$ cat src/rtl/mult_seq_param.sv
// rtl/mult_seq_param.sv - parametrised sequential unsigned multiplier (repeated-add or shift-add)
module mult_seq_param #(
  parameter int WIDTH = 3,
  parameter int MODE  = 0
) (
  input  logic               SYS_CLOCK,
  input  logic               SYS_RESET,
  input  logic               GO,
  input  logic [WIDTH-1:0]   A,
  input  logic [WIDTH-1:0]   B,
  output logic               START,
  output logic               BUSY,
  output logic               DONE,
  output logic [2*WIDTH-1:0] PRODUCT
);

  typedef enum logic [1:0] {
    S_IDLE   = 2'd0,
    S_RUN    = 2'd1,
    S_FINISH = 2'd2
  } state_t;

  state_t state, state_next;

  logic [WIDTH-1:0]   a_reg;
  logic [WIDTH-1:0]   b_reg;
  logic [WIDTH-1:0]   cnt;
  logic [2*WIDTH-1:0] acc;
  logic [2*WIDTH-1:0] a_sh;
  logic [2*WIDTH-1:0] f_reg;
  logic               done_r;
  logic               run_last;

  // Last RUN cycle: repeated-add counts to B-1, shift-add stops once no multiplier bits remain.
  always_comb begin
    run_last = 1'b0;
    if (MODE == 0) begin
      run_last = (cnt == (b_reg - WIDTH'(1)));
    end else begin
      run_last = ((b_reg >> 1) == '0);
    end
  end

  always_ff @(posedge SYS_CLOCK) begin
    if (SYS_RESET) begin
      state <= S_IDLE;
    end else begin
      state <= state_next;
    end
  end

  always_comb begin
    state_next = state;
    case (state)
      S_IDLE: begin
        if (GO) begin
          state_next = ((A == '0) || (B == '0)) ? S_FINISH : S_RUN;
        end
      end
      S_RUN: begin
        if (run_last) begin
          state_next = S_FINISH;
        end
      end
      S_FINISH: state_next = S_IDLE;
      default:  state_next = S_IDLE;
    endcase
  end

  always_comb begin
    START = (state == S_IDLE);
    BUSY  = ~START;
  end

  always_ff @(posedge SYS_CLOCK) begin
    if (SYS_RESET) begin
      a_reg  <= '0;
      b_reg  <= '0;
      cnt    <= '0;
      acc    <= '0;
      a_sh   <= '0;
      f_reg  <= '0;
      done_r <= 1'b0;
    end else begin
      done_r <= (state == S_FINISH);
      case (state)
        S_IDLE: begin
          if (GO) begin
            a_reg <= A;
            b_reg <= B;
            cnt   <= '0;
            acc   <= '0;
            a_sh  <= {{WIDTH{1'b0}}, A};
          end
        end
        S_RUN: begin
          if (MODE == 0) begin
            acc <= acc + {{WIDTH{1'b0}}, a_reg};
            cnt <= cnt + WIDTH'(1);
          end else begin
            if (b_reg[0]) begin
              acc <= acc + a_sh;
            end
            a_sh  <= a_sh << 1;
            b_reg <= b_reg >> 1;
          end
        end
        S_FINISH: f_reg <= acc;
        default: ;
      endcase
    end
  end

  assign DONE    = done_r;
  assign PRODUCT = f_reg;

endmodule
$ cat config.mk
export PLATFORM = sky130hd
export DESIGN_NAME = mult_seq_param
export DESIGN_NICKNAME = d
export VERILOG_FILES = /design/src/rtl/mult_seq_param.sv
export SDC_FILE = /design/constraint.sdc
export NUM_CORES = 1
export LEC_CHECK = 0
export ABC_AREA = 1
export CORE_MARGIN = 2
export CORE_UTILIZATION = 30
export DETAILED_ROUTE_END_ITERATION = 10
export PLACE_DENSITY = 0.49
export SYNTH_ARGS = -nofsm -noshare
export SYNTH_HDL_FRONTEND = slang
export SYNTH_SLANG_ARGS = --single-unit
$ cat constraint.sdc
create_clock -name SYS_CLOCK -period 1.59 [get_ports SYS_CLOCK]
set_input_delay 0.318 -clock SYS_CLOCK [delete_from_list [all_inputs] [get_ports SYS_CLOCK]]
set_output_delay 0.318 -clock SYS_CLOCK [all_outputs]
set_load 0.05 [all_outputs]
After elaboration in Yosys (flattened, before gate mapping):

Index checks and enable logic that the tools add are counted.
W data, S select, Z words.

* flip-flop bits (word level): 24
* input bits: 9
* output and inout port bits: 9

* $add $sub $neg: 3
* equal/unequal tests: 5
* muxes and demuxes: 8
* bitwise operators: 1
* reduce and logical (&&, ||, !) cells: 8

Operator list (count)
* $pmux W6 S2: 1
* $add A6 B3 Y6: 1
* $logic_not A3 Y1: 2
* $mux W2: 3
* $mux W6: 1
* $pmux W3 S2: 1
* $reduce_and A2 Y1: 3
* $ne A2 B2 Y1 const B: 2
* $pmux W2 S2: 1
* $add A3 B1 Y3 const B: 1
* $eq A3 B3 Y1: 1
* $mux W3: 1
* $sub A3 B1 Y3 const B: 1
* $eq A2 B1 Y1 const B: 1
* $eq A2 B2 Y1 const B: 1
* $logic_not A2 Y1: 1
* $reduce_bool A2 Y1: 1
* $logic_or A1 B1 Y1: 1
* $not A1 Y1: 1

Depth between registers and ports, before layout:

Gate-level depths: netlist of the first run.

* depth in word-level cells: 5
* gate-level depth with buffers: 9
* depth with buffers taken out: 9

Worst setup path after synthesis of the first run:

Ideal clock, no wire load.

* kind: reg-to-reg
* start point: reg state[1]
* end point: reg state[1]
* arrival: 1.538 ns
* path slack: -0.066 ns
* stages on the path, launching flop included: 7
* buffers on the path: 0
* period minus slack after synthesis: 1.656 ns
* path through: dfxtp_1 -> nor2_2 -> inv_1 -> nor2_1 -> nor2_1 -> nand3_1 -> a21oi_1

* longest elaborated chain between the ends: 3

Ends and longest elaborated chain
* start, declared: RTL line 23 `state_t state, state_next;`
* start signal, assigned: RTL line 48 `state <= state_next;`
* $logic_not A2 Y1 (*)
* net START: RTL line 11 `output logic START,`
* $ne A2 B2 Y1 (no line)
* $reduce_and A2 Y1 (no line)

The timed path passes the listed nets; every way through them passes the cells marked *.
A chain may end at the register's enable or synchronous reset.

Worst setup path in the final report of the first run:

* start point: reg a_reg[0]
* end point: reg acc[4]

* longest elaborated chain between the ends: 2

Ends and longest elaborated chain
* start, declared: RTL line 25 `logic [WIDTH-1:0] a_reg;`
* start signal, assigned: RTL line 77 `a_reg <= '0;`
* start signal, assigned: RTL line 89 `a_reg <= A;`
* $add A6 B3 Y6: RTL line 98 `acc <= acc + {{WIDTH{1'b0}}, a_reg};`
* $pmux W6 S2: RTL line 86 `case (state)`
* end signal, assigned: RTL line 98
* end signal, assigned: RTL line 102 `acc <= acc + a_sh;`
* end, declared: RTL line 28 `logic [2*WIDTH-1:0] acc;`

No other way between the ends.

==> key figures, run 1 <==
Placed design
  • Gp weighted congestion: 0.807
  • Port bufs: 17
  • DP HPWL: 1870 um

Die
  • Initial Util: 31.0%
  • Die span in y: 65.2 um
  • # rows: 22
  • # IOs: 18
  • Die X-Extent: 65.2 um
  • Core Box Area: 3630 um^2
  • Die area: 4250 um^2

Power
  • Switching Share: 31.3%
  • Reg power frac: 46.0%
  • Leak Pwr: 0.646 nW
  • Clk network pwr share: 28.3%
  • Internal: 1.01 mW
  • Power Dens Cells: 1030 nW/um^2
  • Peak VDD IR: 395 uV
  • Logic pwr share: 25.6%
  • P_sw: 0.461 mW

STA
  • Endpoints failing hold: 0
  • RSZ-0062 raised after global routing: no
  • Period utilization: 91.7%
  • Worst slew pin tran: 0.347 ns
  • Slew Limit Fails: 0
  • Fin crit period: 1.46 ns
  • Max-slew headroom: 76.8%
  • Fmax: 686 MHz
  • Setup-failing EPs final: 0
  • Setup Skew: 0.00455 ns
  • Fin Setup TNS: 0 ns
  • Hold_ws: 0.473 ns

Setup path
  • Kind of critical path: reg -> reg
  • CP Launch Point: a_reg[0]
  • Worst setup EP type: register
  • R2r worst-path depth: 7
  • Worst-path cell chain: ha_1 > fa_2 > nand2_2 > nand2_1 > a21boi_0 > o21ai_1 > a21oi_1
  • Crit path to: acc[4]
  • CP peak stage delay: 0.36 ns
  • FF-to-FF End: acc[4]
  • Reg-to-Reg Start: a_reg[0]
  • Critical Path RT: 1.80 ns
  • CP max FO: 3
  • R2r setup slk: 0.13 ns
  • Startpoint types: register
  • Worst EP arrival: 1.66 ns
  • Crit-path slowest cell: fa_2

Global route
  • First-pass GRT wire length: 4100 um
  • Vias in the first global route: 924
  • Initial antenna violation count: 0
  • Total GRT Usage: 12.6%
  • Largest net degree at the start of global routing: 17
  • Global route total overflow: 0

CTS
  • Post-CTS sizing: 0
  • TritonCTS clock tree: yes
  • Skew-Pair Late Insertion Delay: 0.27 ns
  • Clock sink count: 24
  • Clock Path Buffers: 2
  • Reg clk slew, reported paths: 0.09 ns
  • Setup Fix Bufs, Post-CTS: 0
  • Number of buffers inserted by hold repair at cts: 0
  • Clock root buffer: clkbuf_8
  • H-Tree Level Count: 1
  • TritonCTS buffer count: 3

Logic synthesis
  • Ys flop type: dfxtp_1
  • EDFF count, synth: 0
  • Syn_area_per_cell: 7.26 um^2
  • Top cell type's share of synthesized area: 42.7%
  • Mapped Cells: 155
  • Yosys warns: 0
  • #FFs+latches synth: 24
  • Synthesized area: 1120 um^2
  • Seq/Total Area, Yosys: 42.7%
  • Most common cell in the netlist: nand2_1
  • Async S/R FF share, synth: 0%
  • Post-Syn Nets: 170
  • Synth cell types: 21
  • Synth top cells by count: nand2_1 (30), dfxtp_1 (24), nor2_1 (23)
  • Top cells by area, synth: dfxtp_1 (43%), nand2_1 (10%), nor2_1 (7.7%)
  • Dominant cell type by area after synthesis: dfxtp_1

Cells and area
  • Filler instances: 390
  • Share of layout cells above drive strength 1: 14.9%
  • Multi-input gate area: 561 um^2
  • Area growth, synth to finish: 27.6%
  • FF+latch area: 480 um^2
  • Final net count: 191
  • Number of diodes: 0

Worst hold path
  • Worst hold path class: reg -> reg

Routing
  • Initial DRT Pass Iterations: 4
  • Via/cell ratio: 4.48
  • Residual DRC count: 0
  • Vias: 998
  • Antenna Nets Post-Route: 0
  • Drt wl/cell: 11.0 um
  • Final WL: 2450 um
  • Initial DRC count: 43

Status
  • Outcome: complete, no violations

Flow run
  • Max-Cap Viols: 0
==> cell families after synthesis <==
| logic type | share of synthesized area (%) |
|---|---|
| simple gates | 26.9 |
| fa+ha+maj | 7.34 |
| flops | 42.7 |
| buf+inv | 8.34 |
| compound gates | 14.7 |
==> power groups by stage <==
stage	combinational (mW)	sequential (mW)	clock [mW]
floorplan	0.206	0.733	0
global placement	0.374	0.691	0
detailed placement	0.379	0.692	0
CTS	0.381	0.678	0.425
global route	0.415	0.684	0.459
finish	0.378	0.678	0.417
==> worst max-delay path, delay by kind of cell (launching register included) <==
kind	cells	cell delay, ns
adder cells (fa/ha/maj)	2	0.59
AO/OA/AOI/OAI	3	0.35
flip-flops	1	0.34
AND/OR/NAND/NOR	2	0.13
==> worst min path at each step <==
stage | end | cells after the start | start | slack, ns
global placement | b_reg[1] | 2 | b_reg[1] | 0.45
global route | b_reg[2] | 2 | b_reg[2] | 0.50
floorplan | b_reg[1] | 2 | b_reg[1] | 0.43
CTS | b_reg[2] | 2 | b_reg[2] | 0.48
detailed placement | b_reg[2] | 2 | b_reg[2] | 0.46
finish | b_reg[2] | 2 | b_reg[2] | 0.47
==> area by class of cell <==
type	count	area share (%)
Timing Repair Buffer	20	14.5
Tap cell	48	4.18
Clock buffer	4	3.84
Sequential cell	24	33.5
Multi-Input combinational cell	108	39.1
Inverter	19	4.97
==> routing by layer <==
layer	global-route usage [%]	wire (um)
met2	19.0	1060
met4	5.99	34
met1	16.7	1260
met5	0	0
met3	3.25	92
==> per-stage QoR <==
| stage | area (um^2) | util (%) | std cells | total power, mW | worst slack, ns |
|---|---|---|---|---|---|
| finish | 1440 | 39.5 | 223 | 1.47 | 0.132 |
| global route | 1440 | 39.5 | 223 | 1.56 | 0.0339 |
| CTS | 1430 | 39.4 | 223 | 1.48 | 0.0728 |
| detailed placement | 1380 | 37.8 | 219 | 1.07 | 0.0662 |
| global placement | 1380 | 37.8 | 219 | 1.07 | 0.101 |
| floorplan | 1130 | - | 155 | 0.939 | 0.189 |
==> layout by cell type (no fill, tap or decap) <==
master,synthesis,routed
nor2_4,2,3
clkdlybuf4s50_1,0,8
ha_1,5,5
nand2_1,30,29
nor2_1,23,23
fa_2,0,1
buf_4,1,9
nand4_1,1,1
a22oi_1,1,1
a21oi_1,15,15
dfxtp_1,24,24
inv_1,17,17
o21ai_1,1,1
o21ai_0,14,14
nor2_2,2,1
clkbuf_8,0,4
nand2_2,1,2
a21boi_0,1,1
buf_12,0,3
or2_2,1,1
nand3_1,10,10
inv_2,2,2
Power figures use the tool's default switching activity.
==> inputs of run 2 (changes only) <==
--- a/config.mk
+++ b/config.mk
@@ -9,6 +9,7 @@
 export CORE_MARGIN = 2
 export CORE_UTILIZATION = 30
 export DETAILED_ROUTE_END_ITERATION = 10
+export MAX_ROUTING_LAYER = met4
 export PLACE_DENSITY = 0.49
 export SYNTH_ARGS = -nofsm -noshare
 export SYNTH_HDL_FRONTEND = slang
==> run 2 against run 1 <==
Compared with the run above:
- setup slack about the same
- highest routed layer unchanged
- sequential power about the same
- final cell count unchanged
==> key figures, run 2 (same netlist as run 1, synthesis figures left out) <==
Routing
  • Top layer in use: met4
  • Initial DRT Pass Iterations: 4
  • Via/cell ratio: 4.47
  • Drt wl/cell: 11.0 um
  • Vias: 997
  • Initial DRC count: 43
  • Antenna Nets Post-Route: 0
  • Wl on met1: 1260 um
  • Residual DRC count: 0
  • Final WL: 2460 um
  • WL met3: 100 um
  • Met2 WL: 1060 um

Global route
  • First-pass GRT wire length: 4080 um
  • Total GRT Usage: 12.8%
  • Largest net degree at the start of global routing: 17
  • Global route total overflow: 0
  • Initial antenna violation count: 0
  • Vias in the first global route: 922

CTS
  • Number of buffers inserted by hold repair at cts: 0
  • Clock Path Buffers: 2
  • H-Tree Level Count: 1
  • Skew-Pair Late Insertion Delay: 0.27 ns
  • TritonCTS clock tree: yes
  • Post-CTS sizing: 0
  • Clock root buffer: clkbuf_8
  • Reg clk slew, reported paths: 0.09 ns
  • Clock sink count: 24
  • Setup Fix Bufs, Post-CTS: 0
  • TritonCTS buffer count: 3

Flow run
  • Max-Cap Viols: 0

Setup path
  • Startpoint types: register
  • Worst setup EP type: register
  • CP max FO: 3
  • Critical Path RT: 1.80 ns
  • CP peak stage delay: 0.36 ns
  • R2r setup slk: 0.13 ns
  • Worst EP arrival: 1.67 ns
  • Worst-path cell chain: ha_1 > fa_2 > nand2_2 > nand2_1 > a21boi_0 > o21ai_1 > a21oi_1
  • Crit-path slowest cell: fa_2
  • Kind of critical path: reg -> reg

Die
  • # IOs: 18
  • Die span in y: 65.2 um
  • # rows: 22
  • Die X-Extent: 65.2 um
  • Initial Util: 31.0%
  • Die area: 4250 um^2
  • Core Box Area: 3630 um^2

Cells and area
  • Number of diodes: 0
  • FF+latch area: 480 um^2
  • Multi-input gate area: 561 um^2
  • Most frequent cells in the layout: nand2_1 (29), dfxtp_1 (24), nor2_1 (23)
  • Most common cell after layout, fill and taps aside: nand2_1
  • Fin cells: 223
  • Design Area, Final: 1440 um^2
  • Final net count: 191
  • Fin util: 39.5%
  • Filler instances: 390
  • Area growth, synth to finish: 27.6%
  • Share of layout cells above drive strength 1: 14.9%

STA
  • Slew Limit Fails: 0
  • Max-slew headroom: 76.6%
  • Setup Skew: 0.00385 ns
  • RSZ-0062 raised after global routing: no
  • Hold_ws: 0.473 ns
  • Fin Setup TNS: 0 ns
  • Endpoints failing hold: 0
  • Setup-failing EPs final: 0
  • Worst slew pin tran: 0.351 ns
  • Period utilization: 91.7%
  • Fin crit period: 1.46 ns
  • Fmax: 686 MHz

Placed design
  • Placed inst area: 1380 um^2
  • DP HPWL: 1870 um
  • Port bufs: 17
  • DP Cell Count: 219
  • Gp weighted congestion: 0.819

Power
  • Power Dens Cells: 1030 nW/um^2
  • Leak Pwr: 0.646 nW
  • Peak VDD IR: 395 uV

Worst hold path
  • Worst hold path class: reg -> reg

Status
  • Outcome: complete, no violations
run 2: area by class of cell:
| type | instances | area share [%] |
|---|---|---|
| multi-input cells | 108 | 39.1 |
| flip-flops and latches | 24 | 33.5 |
| repair buffers | 20 | 14.5 |
| inverters | 19 | 4.97 |
| well taps | 48 | 4.18 |
| clock buffers | 4 | 3.84 |
run 2: path summary, 6_finish.rpt:
check             startpoint       end  depth (start not counted)
setup / recovery    a_reg[0]    acc[4]                          7
hold / removal      b_reg[2]  b_reg[2]                          2
setup reg to reg    a_reg[0]    acc[4]                          7
hold reg to reg     b_reg[2]  b_reg[2]                          2
run 2: stage by stage:
step / setup slack (ns) / total power [mW]
final: 0.131 / 1.47
after global routing: 0.0339 / 1.55
after CTS: 0.0728 / 1.48
after detailed placement: 0.0662 / 1.07
after global placement: 0.101 / 1.07
after floorplan: 0.189 / 0.939
run 2: layer usage:
metal / global-route usage, % / vias to the layer above
li1: - / 536
met5: - / -
met3: 2.74 / 4
met1: 16.7 / 438
met2: 19.0 / 19
met4: 5.99 / 0
run 2: power by group:
group	leakage (nW)	internal (mW)	total [mW]	switching [mW]
sequential	0.196	0.645	0.678	0.0333
combinational	0.421	0.146	0.378	0.231
clock	0.0288	0.221	0.417	0.196
run 2: critical path: cells and delay by family (launching register included):
kind            cells  cell delay (ns)
fa+ha+maj           2             0.59
compound gates      3             0.35
flops               1             0.34
simple gates        2             0.13
==> inputs of run 3 (changes only) <==
--- a/config.mk
+++ b/config.mk
@@ -6,11 +6,11 @@
 export NUM_CORES = 1
 export LEC_CHECK = 0
 export ABC_AREA = 1
+export ABC_CLOCK_PERIOD_IN_PS = 1590
 export CORE_MARGIN = 2
 export CORE_UTILIZATION = 30
 export DETAILED_ROUTE_END_ITERATION = 10
 export MAX_ROUTING_LAYER = met4
-export PLACE_DENSITY = 0.49
 export SYNTH_ARGS = -nofsm -noshare
 export SYNTH_HDL_FRONTEND = slang
 export SYNTH_SLANG_ARGS = --single-unit
==> run 3 against run 2 <==
Compared with the run above:
- final cell count down 0.45%
- non-clock buffer count unchanged
- setup slack gained 0.027 ns
- sequential share of layout area grew 0.26 points
- register-to-register slack better by 0.03 ns
- fmax rose by 1.9%
- clock skew decreased by 0.00074 ns
- sequential cell count is the same
- wire length down 7.5%
- global-route usage fell by 0.59 points
- count of clock-buffer cells in the layout down 1
- clock power shrank 17%
==> key figures, run 3 (same netlist as run 1, synthesis figures left out) <==
STA
  • Endpoints failing hold: 0
  • Fmax: 698 MHz
  • Worst slew pin tran: 0.352 ns
  • Fin crit period: 1.43 ns
  • Setup Skew: 0.00311 ns
  • Slew Limit Fails: 0
  • Setup-failing EPs final: 0
  • RSZ-0062 raised after global routing: no
  • Max-slew headroom: 76.5%
  • Period utilization: 90.0%
  • Fin Setup TNS: 0 ns

Cells and area
  • Share of layout cells above drive strength 1: 14.9%
  • Filler instances: 392
  • Number of diodes: 0
  • Area growth, synth to finish: 26.6%
  • Most frequent cells in the layout: nand2_1 (29), dfxtp_1 (24), nor2_1 (23)
  • Most common cell after layout, fill and taps aside: nand2_1
  • Final net count: 191
  • FF+latch area: 480 um^2
  • Multi-input gate area: 563 um^2

Die
  • Die X-Extent: 65.2 um
  • # rows: 22
  • Die area: 4250 um^2
  • # IOs: 18
  • Core Box Area: 3630 um^2
  • Initial Util: 31.0%
  • Die span in y: 65.2 um

Setup path
  • R2r worst-path depth: 7
  • Worst setup EP type: register
  • Critical Path RT: 1.79 ns
  • CP max FO: 3
  • FF-to-FF End: acc[4]
  • R2r setup slk: 0.16 ns
  • Critical path depth: 7
  • Crit path to: acc[4]
  • Worst-path cell chain: ha_2 > fa_2 > nand2_2 > nand2_1 > a21boi_0 > o21ai_1 > a21oi_1
  • Worst EP arrival: 1.63 ns
  • Buf/Inv on CP: 0
  • Startpoint types: register
  • Reg-to-Reg Start: a_reg[0]
  • CP peak stage delay: 0.34 ns
  • CP delay by family, top: adder cells
  • CP Launch Point: a_reg[0]
  • Crit-path slowest cell: fa_2
  • Kind of critical path: reg -> reg

Power
  • Switching Share: 31.4%
  • Peak VDD IR: 611 uV
  • Power Dens Cells: 984 nW/um^2
  • Reg power frac: 48.3%
  • Logic pwr share: 26.9%
  • Clk network pwr share: 24.9%
  • Pwr Total: 1.40 mW
  • P_sw: 0.441 mW
  • Leak Pwr: 0.636 nW
  • Internal: 0.961 mW

CTS
  • Reg clk slew, reported paths: 0.08 ns
  • Clock Path Buffers: 2
  • TritonCTS clock tree: yes
  • H-Tree Level Count: 1
  • TritonCTS buffer count: 3
  • Number of buffers inserted by hold repair at cts: 0
  • Clock root buffer: clkbuf_8
  • Skew-Pair Late Insertion Delay: 0.26 ns
  • Clock sink count: 24

Routing
  • Residual DRC count: 0
  • Via/cell ratio: 4.46
  • Initial DRC count: 39
  • Final WL: 2270 um
  • Drt wl/cell: 10.2 um
  • Initial DRT Pass Iterations: 4
  • Vias: 990
  • Antenna Nets Post-Route: 0

Global route
  • Vias in the first global route: 900
  • Largest net degree at the start of global routing: 17
  • First-pass GRT wire length: 3820 um
  • Global route total overflow: 0
  • Initial antenna violation count: 0
  • Total GRT Usage: 12.2%

Placed design
  • Gp weighted congestion: 0.741
  • Port bufs: 17
  • DP HPWL: 1710 um

Flow run
  • Max-Cap Viols: 0

Status
  • Outcome: complete, no violations

Worst hold path
  • Worst hold path class: reg -> reg
[run 3: changes by cell type in the layout (fill, tap and decap cells not counted), sizes merged]
cell / change
clkbuf: -1
[run 3: repair_timing]
item                                   4_1_cts  5_1_grt
resized for setup                            0        3
endpoints found under the hold margin        0        0
setup buffers                                0        0
setup endpoints to repair                    0        1
[run 3: how the worst min path moves through the flow]
| stage | cells past startpoint | endpoint | from |
|---|---|---|---|
| finish | 2 | b_reg[1] | b_reg[1] |
| floorplan | 2 | b_reg[1] | b_reg[1] |
| global placement | 2 | b_reg[1] | b_reg[1] |
| detailed placement | 2 | b_reg[1] | b_reg[1] |
| global route | 2 | b_reg[2] | b_reg[2] |
| CTS | 2 | b_reg[1] | b_reg[1] |
[run 3: power by group through the flow]
stage	logic [mW]	clock network (mW)	registers [mW]
after global routing	0.419	0.388	0.683
after detailed placement	0.377	0	0.691
after global placement	0.378	0	0.691
after CTS	0.379	0.366	0.677
after floorplan	0.206	0	0.733
final	0.377	0.348	0.677
[run 3: cell type report]
class | instances | area share, %
sequential | 24 | 33.7
inverter | 19 | 5.01
timing repair buffer | 20 | 14.6
clock buffer | 3 | 2.90
multi-input combinational | 108 | 39.5
tap | 48 | 4.22
[run 3: layer usage]
layer | routed length, um | up-vias | GRT usage, %
met1 | 1080 | 436 | 14.8
met3 | 108 | 4 | 3.60
met4 | 31 | 0 | 4.69
li1 | - | 534 | -
met2 | 1060 | 16 | 19.3
met5 | 0 | - | -
[run 3: tightest hold or removal path, delay by kind of cell (launching register included)]
family	cells	cell delay [ns]
buffers and inverters	1	0.06
AO/OA/AOI/OAI	1	0.06
flip-flops	1	0.30
[run 3: through the flow]
step	worst slack, ns	utilization [%]	instance area [um^2]	std cells	hold slack, ns
final	0.158	39.2	1420	222	0.461
after global routing	0.0163	39.2	1420	222	0.505
after CTS	0.0714	39.0	1420	222	0.466
after detailed placement	0.0814	37.8	1380	219	0.454
after global placement	0.0942	37.8	1380	219	0.450
after floorplan	0.189	-	1130	155	0.433
